### src/rtl/riscv_core_pkg.sv
// Shared definitions for the minimal RV32I core: data width, PC step,
// default reset vector and the fetch FSM state encoding.
package riscv_core_pkg;

    localparam int XLEN = 32;
    localparam logic [XLEN-1:0] PC_STEP = 32'd4;
    localparam logic [XLEN-1:0] DEFAULT_RESET_VECTOR = 32'h0000_0000;

    typedef enum logic [1:0] {
        FETCH_REQ  = 2'd0,
        FETCH_HOLD = 2'd1,
        FETCH_HALT = 2'd2
    } fetch_state_t;

    function automatic logic is_misaligned(input logic [XLEN-1:0] addr);
        return addr[1:0] != 2'b00;
    endfunction

endpackage

### src/rtl/fetch_pc_next.sv
// Combinational next-PC select: a redirect wins over sequential advance,
// otherwise the PC holds. Also flags a misaligned redirect target.
module fetch_pc_next
    import riscv_core_pkg::*;
(
    input  logic [XLEN-1:0] pc,
    input  logic            redirect_valid,
    input  logic [XLEN-1:0] redirect_target,
    input  logic            advance,
    output logic [XLEN-1:0] next_pc,
    output logic            target_misaligned
);

    always_comb begin
        next_pc           = pc;
        target_misaligned = 1'b0;
        if (redirect_valid) begin
            next_pc           = redirect_target;
            target_misaligned = is_misaligned(redirect_target);
        end else if (advance) begin
            next_pc = pc + PC_STEP;
        end
    end

endmodule

### src/rtl/fetch_controller.sv
// Instruction fetch sequencer: owns the architectural PC, runs one
// request/ack fetch at a time and holds each word until decode takes it.
module fetch_controller
    import riscv_core_pkg::*;
#(
    parameter logic [31:0] RESET_VECTOR = DEFAULT_RESET_VECTOR
) (
    input  logic        clock,
    input  logic        reset,
    output logic        imem_req,
    output logic [31:0] imem_addr,
    input  logic        imem_ack,
    input  logic [31:0] imem_rdata,
    input  logic        redirect_valid,
    input  logic [31:0] redirect_target,
    output logic [31:0] instruction,
    output logic [31:0] inst_pc,
    output logic        inst_valid,
    input  logic        inst_ready,
    output logic [31:0] pc,
    output logic        misaligned
);

    fetch_state_t state;
    logic [31:0]  next_pc;
    logic         target_misaligned;
    logic         advance;
    logic         take_redirect;

    // Redirects are ignored once halted; only reset leaves HALT.
    assign take_redirect = redirect_valid && (state != FETCH_HALT);
    assign advance       = (state == FETCH_HOLD) && inst_ready;

    fetch_pc_next u_pc_next (
        .pc                (pc),
        .redirect_valid    (take_redirect),
        .redirect_target   (redirect_target),
        .advance           (advance),
        .next_pc           (next_pc),
        .target_misaligned (target_misaligned)
    );

    assign imem_req   = (state == FETCH_REQ);
    assign imem_addr  = pc;
    assign inst_valid = (state == FETCH_HOLD);

    always_ff @(posedge clock) begin
        if (reset) begin
            state       <= FETCH_REQ;
            pc          <= RESET_VECTOR;
            instruction <= 32'h0;
            inst_pc     <= 32'h0;
            misaligned  <= 1'b0;
        end else begin
            case (state)
                FETCH_REQ: begin
                    // A redirect discards any word returned in the same cycle.
                    if (take_redirect) begin
                        pc <= next_pc;
                        if (target_misaligned) begin
                            misaligned <= 1'b1;
                            state      <= FETCH_HALT;
                        end
                    end else if (imem_ack) begin
                        instruction <= imem_rdata;
                        inst_pc     <= pc;
                        state       <= FETCH_HOLD;
                    end
                end
                FETCH_HOLD: begin
                    if (take_redirect) begin
                        pc <= next_pc;
                        if (target_misaligned) begin
                            misaligned <= 1'b1;
                            state      <= FETCH_HALT;
                        end else begin
                            state <= FETCH_REQ;
                        end
                    end else if (inst_ready) begin
                        pc    <= next_pc;
                        state <= FETCH_REQ;
                    end
                end
                FETCH_HALT: begin
                    state <= FETCH_HALT;
                end
                default: begin
                    state <= FETCH_HALT;
                end
            endcase
        end
    end

endmodule

### config.mk
export PLATFORM = sky130hd
export DESIGN_NAME = fetch_controller
export DESIGN_NICKNAME = d
export VERILOG_FILES = /design/src/rtl/riscv_core_pkg.sv /design/src/rtl/fetch_pc_next.sv /design/src/rtl/fetch_controller.sv
export SDC_FILE = /design/constraint.sdc
export NUM_CORES = 1
export LEC_CHECK = 0
export ABC_CLOCK_PERIOD_IN_PS = 3000
export CORE_MARGIN = 2
export CORE_UTILIZATION = 40
export CTS_CLUSTER_SIZE = 28
export DETAILED_ROUTE_END_ITERATION = 7
export PLACE_DENSITY = 0.83
export SLEW_MARGIN = 20
export SYNTH_ARGS = -nofsm -noshare
export SYNTH_HDL_FRONTEND = slang
export SYNTH_HIERARCHICAL = 1
export SYNTH_SLANG_ARGS = --single-unit
### constraint.sdc
create_clock -name clock -period 3 [get_ports clock]
set_clock_uncertainty 0.2 [all_clocks]
set_input_delay 0.45 -clock clock [delete_from_list [all_inputs] [get_ports clock]]
set_output_delay 0.45 -clock clock [all_outputs]
set_load 0.02 [all_outputs]
# After elaboration in Yosys (flattened, before gate mapping)
# Index checks and enable logic that the tools add are counted.
[totals]
register_bits = 99
[op_classes]
addsub = 1
eq_ne = 6
muxes = 14
n_bitwise = 1
n_reduce_logical = 10
[ops]
columns = ["op", "n"]
rows = [
  ["$mux 32", 5],
  ["$pmux 32 s2", 1],
  ["$add 32x3->32 const B", 1],
  ["$mux 2", 6],
  ["$reduce_and 3->1", 4],
  ["$ne 3x1->1 const B", 2],
  ["$pmux 2 s2", 1],
  ["$reduce_bool 2->1", 2],
  ["$ne 3x3->1 const B", 1],
  ["$eq 2x1->1 const B", 1],
  ["$logic_and 1x1->1", 2],
  ["$logic_not 2->1", 1],
  ["$ne 2x1->1 const B", 1],
  ["$ne 2x2->1 const B", 1],
  ["$reduce_or 2->1", 1],
  ["$mux 1", 1],
  ["$not 1->1", 1],
]

# Logic depth before layout (Yosys ltp)
# Gate-level depths: netlist of the first run.
[depth]
ltp_word = 7
depth_mapped = 10
mapped_depth_nobuf = 8

# Hierarchy
# The synthesis of the first run kept the hierarchy.
[by_module_without_submodules]
columns = ["mod", "n_inst", "cells_each", "area_per_inst_um2"]
rows = [
  ["fetch_controller", 1, 472, 3902.5],
  ["fetch_pc_next", 1, 179, 1066.0],
]

# Least setup slack after synthesis of the first run
# No wires, ideal clock.
[synth_timing]
path_type = "reg-to-reg"
from = "register state[1]"
to = "register pc[22] (netlist: imem_addr[22])"
setup_time_ns = 0.070
arrival_ns = 2.695
t_required_ns = 2.730
setup_slack_ns = 0.034
path_stages_with_launch = 11
path_buffers = 2
cell_sequence = "dfxtp_1 > clkbuf_1 > inv_1 > and3_1 > nand4_1 > or3_1 > clkbuf_1 > or4_1 > a31oi_1 > or3b_2 > a21oi_1"
[synth_between]
elab_chain_cells = 7
[synth_rtl]
columns = ["element", "line", "source"]
rows = [
  ["start, declared", "fetch_controller.sv:24", "fetch_state_t state;"],
  ["start signal, assigned", "fetch_controller.sv:49", "state <= FETCH_REQ;"],
  ["start signal, assigned", "fetch_controller.sv:62", "state <= FETCH_HALT;"],
  ["start signal, assigned", "fetch_controller.sv:67", "state <= FETCH_HOLD;"],
  ["$eq 2x1->1 (*)", "fetch_controller.sv:32", "assign advance = (state == FETCH_HOLD) && inst_ready;"],
  ["$logic_and 1x1->1 (*)", "fetch_controller.sv:32", ""],
  ["net advance", "fetch_controller.sv:27", "logic advance;"],
  ["$mux 32 (*)", "fetch_pc_next.sv:20", "end else if (advance) begin"],
  ["$mux 32 (*)", "fetch_pc_next.sv:17", "if (redirect_valid) begin"],
  ["net next_pc[22]", "fetch_controller.sv:25", "logic [31:0] next_pc;"],
  ["$mux 32", "fetch_controller.sv:79", "end else if (inst_ready) begin"],
  ["$mux 32", "fetch_controller.sv:71", "if (take_redirect) begin"],
  ["$pmux 32 s2 (*)", "fetch_controller.sv:55", "case (state)"],
  ["end signal, assigned", "fetch_controller.sv:59", "pc <= next_pc;"],
  ["end signal, assigned", "fetch_controller.sv:72", "pc <= next_pc;"],
  ["end signal, assigned", "fetch_controller.sv:80", "pc <= next_pc;"],
  ["end, declared", "fetch_controller.sv:20", "output logic [31:0] pc,"],
]
# The timed path passes the listed nets; every way through them passes the cells marked *. The select of a mux whose other input is x is not followed.
# A chain may end at the register's enable or synchronous reset.

# Worst setup path after layout of the first run
[layout_timing]
from = "register state[1]"
to = "register pc[23] (netlist: imem_addr[23])"
# The elaborated chain is that of the path after synthesis.

==> results of run 1 <==
-- per-layer routing --
| layer | part of all wire | GRT usage |
|---|---|---|
| met3 | 0.074 | 0.0513 |
| met2 | 0.47 | 0.347 |
| met5 | 0 | 0 |
| met4 | 0.028 | 0.0964 |
| met1 | 0.42 | 0.276 |
-- placed cells by master, fill, tap and decap left out, types with 3 or more instances in the layout --
cell	count
nor4_1	3
or4_1	16
clkdlybuf4s50_1	197
nand2_1	158
inv_1	7
xor2_1	5
a31oi_1	13
dfxtp_1	98
or3b_1	4
buf_12	3
nand4_1	6
or3b_2	27
o211ai_1	5
o31ai_1	10
o21ai_0	45
buf_4	41
a21oi_1	98
nand3_1	14
nor2_1	20
clkbuf_16	9
or4_2	3
xnor2_1	7
-- critical path: stages, from the launching register on --
cell	delay [ns]
dfxtp_2	0.32
inv_1	0.08
and3_4	0.20
nand3_1	0.10
or4_4	0.61
or4_1	0.49
a31oi_1	0.17
or3b_2	0.45
a21oi_1	0.13
-- kinds of logic (layout without fill, tap and decap cells) --
| kind of cell | Yosys count | count (layout) | share of synthesized area |
|---|---|---|---|
| AO/OA/AOI/OAI | 175 | 175 | 0.190 |
| XOR/XNOR | 12 | 12 | 0.0212 |
| adder cells (fa/ha/maj) | 1 | 1 | 0.00252 |
| buffers and inverters | 89 | 266 | 0.103 |
| flip-flops | 99 | 99 | 0.399 |
| multiplexers | 3 | 3 | 0.00655 |
| AND/OR/NAND/NOR | 272 | 272 | 0.278 |
-- power by group --
group	total, mW	internal [mW]	switching [mW]	leakage (nW)
combinational	0.701	0.346	0.355	1.52
clock	1.19	0.674	0.512	0.150
sequential	1.43	1.37	0.0544	0.806
total	3.31	2.39	0.922	2.48
-- how the worst min path moves through the flow --
stage	startpoint	endpoint	slack, ns	cells after the start
final	inst_pc[10]	inst_pc[10]	0.25	2
after global routing	inst_pc[24]	inst_pc[24]	0.27	2
after CTS	inst_pc[9]	inst_pc[9]	0.25	2
after detailed placement	inst_pc[1]	inst_pc[1]	0.25	2
after global placement	inst_pc[9]	inst_pc[9]	0.24	2
after floorplan	inst_pc[0]	inst_pc[0]	0.33	2
-- sequential cells by signal, summed over array words and instances (netlist names) --
signal	cells
instruction	32
inst_pc	32
imem_addr	32
state	2
misaligned	1
-- metrics by stage --
step	setup TNS, ns	utilization	worst slack [ns]	hold WS (ns)	std cells
6_report	0	0.612	0.178	0.252	996
5_1_grt	0	0.612	0.0446	0.271	996
4_1_cts	0	0.611	0.0236	0.255	994
3_5_place_dp	-3.74	0.585	-0.380	0.246	978
3_3_place_gp	-3.13	0.585	-0.323	0.241	978
2_1_floorplan	0	-	0.0342	0.333	651
-- cell type report --
cell class / instances / area [um^2] / area share
multi-input cells: 463 / 2500 / 0.339
well taps: 168 / 210 / 0.0285
inverters: 7 / 26.3 / 0.00356
clock buffers: 11 / 243 / 0.0329
repair buffers: 243 / 2360 / 0.319
flip-flops and latches: 99 / 1980 / 0.269
clock inverters: 5 / 61.3 / 0.00831
-- timing repair --
action                     in CTS  in global routing
resized for setup               2                  1
hold buffers                    0                  0
buffers inserted                0                  2
pin swaps                       0                  1
setup endpoints to repair       4                 11
==> metrics, run 1 <==
status=completed; reg2reg start=state[1]; routed len/inst=approximately 15 um; share of post-route cells with drive strength above 1=0.128; ys flop type=dfxtp_1; core area=approximately 12000 um^2; # setup viols final=0; final hold vios=0; Chip Width=between 100 and 150 um; Critical Path RT=3.07 ns; Syn Nets=721; Setup crit end=imem_addr[23]; remaining global-route overflow=0; dpl cell area=between 7000 and 8000 um^2; Yosys warnings=6; drt total wl=about 15000 um; DPL Wire Length=between 10000 and 15000 um; Slew headroom=0.584; R2R Setup Slk=0.18 ns; CTS Buffer Depth=2; DR pass1 iterations=5; RSZ-0062 raised after global routing=false; gp weighted congestion=0.798; DR iter-0 viols=roughly 320; initial antenna violation count=0; Worst-path clk slew=approximately 0.070 ns; Total GRT Usage=0.216; CP startpoint=state[1]; # H-tree levels=3; most numerous cell in the Yosys netlist=nand2_1; Boundary Pins=200; Die H=around 120 um; ANT cells=0; hold crit path type=reg -> reg; port bufs=199; fill cell count=between 1000 and 1500; Leak Pwr=roughly 2.5 nW; vias per cell=roughly 5.2; post-synthesis cell area=between 4000 and 5000 um^2; top cells by count, synth=nand2_1 (158), dfxtp_1 (99), a21oi_1 (98), o21ai_0 (45), clkbuf_1 (35); max cap viols=0; starting density of the core=0.412; #FFs+latches synth=99; CP Max Fanout=7; Yosys cell types=42; Worst-Skew Late Latency=approximately 0.35 ns; Crit Path Class=reg -> reg; pwr dens=between 400 and 500 nW/um^2; largest net degree at the start of global routing=71; Seq/Total Area, Yosys=0.399; vias=between 5000 and 6000; Residual DRC=0; vias in the first global route=4621; Worst Setup Start Kind=flip-flop; first-pass GRT wire length=between 20000 and 25000 um; Nets=893; Synth Instances=between 600 and 700; Worst-Margin Slew=roughly 0.62 ns; crit end category=flip-flop; Layout area overhead=48.6%; RR Endpoint=imem_addr[23]; Clock Sink Count=~100; Design Power=about 3.3 mW; Peak VDD IR=roughly 0.23 mV; antenna violation net count after detailed routing=0; EDFF count, synth=0; Synth area leaders=dfxtp_1 (40%), nand2_1 (12%), a21oi_1 (9.9%), buf_4 (5.0%), or3b_2 (4.8%); Die ar.=~13000 um^2; asr flop ratio synth=0; TritonCTS buffer count=9; r2r worst-path depth=8; CTS tree=yes; CTS root buf=clkbuf_16; CP arrival=roughly 2.9 ns; final worst path period need=~2.8 ns; Synth top area share=0.399; Synth area leader=dfxtp_1; Final Instance Area=around 7400 um^2; syn_area_per_cell=7.63 um^2; Tcrit/Tclk final=0.941; row cnt=40; Fmax=between 0.3 and 0.4 GHz; max-slew violations=0
Note: power is estimated with default switching activity, not from simulation.
==> inputs of run 2 (changes only) <==
--- a/config.mk
+++ b/config.mk
@@ -5,12 +5,13 @@
 export SDC_FILE = /design/constraint.sdc
 export NUM_CORES = 1
 export LEC_CHECK = 0
+export ABC_AREA = 1
 export ABC_CLOCK_PERIOD_IN_PS = 3000
-export CORE_MARGIN = 2
+export CORE_MARGIN = 4
 export CORE_UTILIZATION = 40
-export CTS_CLUSTER_SIZE = 28
+export CTS_CLUSTER_SIZE = 10
 export DETAILED_ROUTE_END_ITERATION = 7
-export PLACE_DENSITY = 0.83
+export PLACE_DENSITY = 0.82
 export SLEW_MARGIN = 20
 export SYNTH_ARGS = -nofsm -noshare
 export SYNTH_HDL_FRONTEND = slang
==> metrics, run 2 <==
CTS tree=yes; TritonCTS buffer count=9; worst hold start=misaligned; fill cell count=roughly 1200; combinational power share=0.258; Synth area leaders=dfxtp_1 (37%), nand2_1 (18%), a21oi_1 (6.9%), nor2_1 (6.8%), nand3_1 (6.7%); CP bufs+invs=2; Crit Path Class=reg -> reg; CP Max Fanout=7; Post-CTS Setup Bufs=0; RR Endpoint=imem_addr[17]; crit end category=flip-flop; Die ar.=between 15000 and 20000 um^2; # setup viols final=0; Synth top area share=0.373; Hold Buf Count CTS=0; remaining global-route overflow=0; Top delay family on crit path=simple AND/OR/NAND/NOR gates; Syn Nets=approximately 900; final worst path period need=2.32 ns; top cells by count, synth=nand2_1 (258), dfxtp_1 (99), nor2_1 (96), a21oi_1 (73), nand3_1 (71); crit path max-delay cell type=dfxtp_1; WHS Path Cells=2; Clk network pwr share=0.314; Synth Instances=between 800 and 900; Synth area leader=dfxtp_1; post-CTS sizing=0; Die H=approximately 120 um; Fmax=approximately 0.43 GHz; net switching power=between 1 and 1.5 mW; port bufs=199; CTS root buf=clkbuf_16; Worst-Margin Slew=0.706 ns; most frequent cells in the layout=nand2_1 (258), clkdlybuf4s50_1 (198), dfxtp_1 (99), nor2_1 (96), a21oi_1 (72); reg2reg start=state[0]; starting density of the core=0.414; Crit path largest cell delay=0.41 ns; Leak Pwr=between 2 and 3 nW; Yosys warnings=6; Layout area overhead=39.0%; Seq pwr share=0.428; vias per cell=about 4.9; Tcrit/Tclk final=0.773; final worst setup slack=0.682 ns; final hold vios=0; DR iter-0 viols=approximately 500; Seq/Total Area, Yosys=0.373; r2r worst-path depth=13; # H-tree levels=3; core area=12800 um^2; Switching Fraction=0.317; RSZ-0062 raised after global routing=false; Worst-Skew Late Latency=0.34 ns; Peak VDD IR=between 0.2 and 0.3 mV; CP arrival=about 2.4 ns; Top Metal Used=met4; largest net degree at the start of global routing=68; share of post-route cells with drive strength above 1=0.0607; Nets=slightly above 1000; wl on met1=6760 um; DR WL met2=7560 um; EDFF count, synth=0; drt total wl=between 15000 and 20000 um; ANT cells=0; initial antenna violation count=0; post-synthesis cell area=between 5000 and 6000 um^2; Chip Width=123 um; sink of the worst hold path=misaligned; Clock Sink Count=99; asr flop ratio synth=0; pwr dens=489 nW/um^2; Critical Path RT=about 3 ns; Yosys cell types=32; status=completed; CTS Buffer Depth=2; Worst Setup Start Kind=flip-flop; gp weighted congestion=about 0.86; DR pass1 iterations=6; most numerous cell in the Yosys netlist=nand2_1; crit-path cells=inv_1, nor2_4, nand2_2, inv_1, nand2_1, nor2_2, nand2_2, nor2_4, a21oi_1, nand3b_1, nand2_1, nor2_1, nor2_1; R2R Setup Slk=about 0.68 ns; routed len/inst=about 15 um; Residual DRC=0; vias=about 5600; Place WS=roughly 0.43 ns; ys flop type=dfxtp_1; syn_area_per_cell=approximately 6.6 um^2; first-pass GRT wire length=about 26000 um; Slew headroom=0.530; Worst-path clk slew=roughly 0.070 ns; DPL Wire Length=11300 um; most common cell after layout, fill and taps aside=nand2_1; Total GRT Usage=0.211; vias in the first global route=between 5000 and 6000; max-slew violations=0; hold crit path type=reg -> reg; max cap viols=0; antenna violation net count after detailed routing=0; Boundary Pins=200; #FFs+latches synth=99; setup TNS=0 ns; Internal=2.46 mW; row cnt=just over 40; met3 wire len=between 1500 and 2000 um
-- run 2: worst min-delay path, delay by kind of cell (launching register included) --
| family | cells | cell delay, ns |
|---|---|---|
| flip-flops | 1 | 0.31 |
| buffers and inverters | 1 | 0.04 |
| AO/OA/AOI/OAI | 1 | 0.06 |
-- run 2: how the worst max path moves through the flow --
stage	start	to	slack (ns)	cells past startpoint
2_1_floorplan	state[0]	imem_addr[26]	0.71	14
3_3_place_gp	inst_ready	imem_addr[26]	0.49	12
3_5_place_dp	inst_ready	imem_addr[26]	0.43	12
4_1_cts	imem_addr[26]	imem_addr[26]	0.70	1
5_1_grt	state[0]	imem_addr[19]	0.51	13
6_report	state[0]	imem_addr[17]	0.68	13
-- run 2: through the flow --
step | instances | hold WS, ns | instance area (um^2) | util | power, mW
6_report | 1128 | 0.256 | 7380 | 0.575 | 3.61
5_1_grt | 1128 | 0.280 | 7380 | 0.575 | 3.77
4_1_cts | 1128 | 0.261 | 7380 | 0.575 | 3.63
3_5_place_dp | 1112 | 0.239 | 7080 | 0.552 | 2.50
3_3_place_gp | 1112 | 0.239 | 7080 | 0.552 | 2.49
2_1_floorplan | 804 | 0.326 | 5310 | - | 2.12
-- run 2: layout make-up --
class / count / area [um^2] / share of cell area
Clock buffer: 13 / 270 / 0.0366
Sequential cell: 99 / 1980 / 0.269
Multi-Input combinational cell: 564 / 2560 / 0.348
Tap cell: 172 / 215 / 0.0292
Clock inverter: 3 / 21.3 / 0.00288
Inverter: 70 / 264 / 0.0358
Timing Repair Buffer: 207 / 2060 / 0.279
-- run 2: cell families (layout without fill, tap and decap cells) --
kind of cell	Yosys count	in the layout	share of synthesized area
and+or+nand+nor	465	465	0.381
buffers and inverters	141	293	0.144
DFF	99	99	0.373
AOI/OAI and AO/OA	89	89	0.0847
xor gates and xnor gates	9	9	0.0149
adders and majority gates	1	1	0.00236
-- run 2: layer usage --
metal,GRT usage,vias up
met3,0.0343,42
li1,-,2776
met1,0.279,2483
met4,0.0976,0
met5,0,-
met2,0.339,261
-- run 2: power groups by stage --
stage / clock network [mW] / logic (mW) / registers [mW]
after floorplan: 0 / 0.489 / 1.63
after global placement: 0 / 0.918 / 1.57
after detailed placement: 0 / 0.930 / 1.57
after CTS: 1.15 / 0.936 / 1.54
after global routing: 1.19 / 1.02 / 1.56
final: 1.13 / 0.932 / 1.55
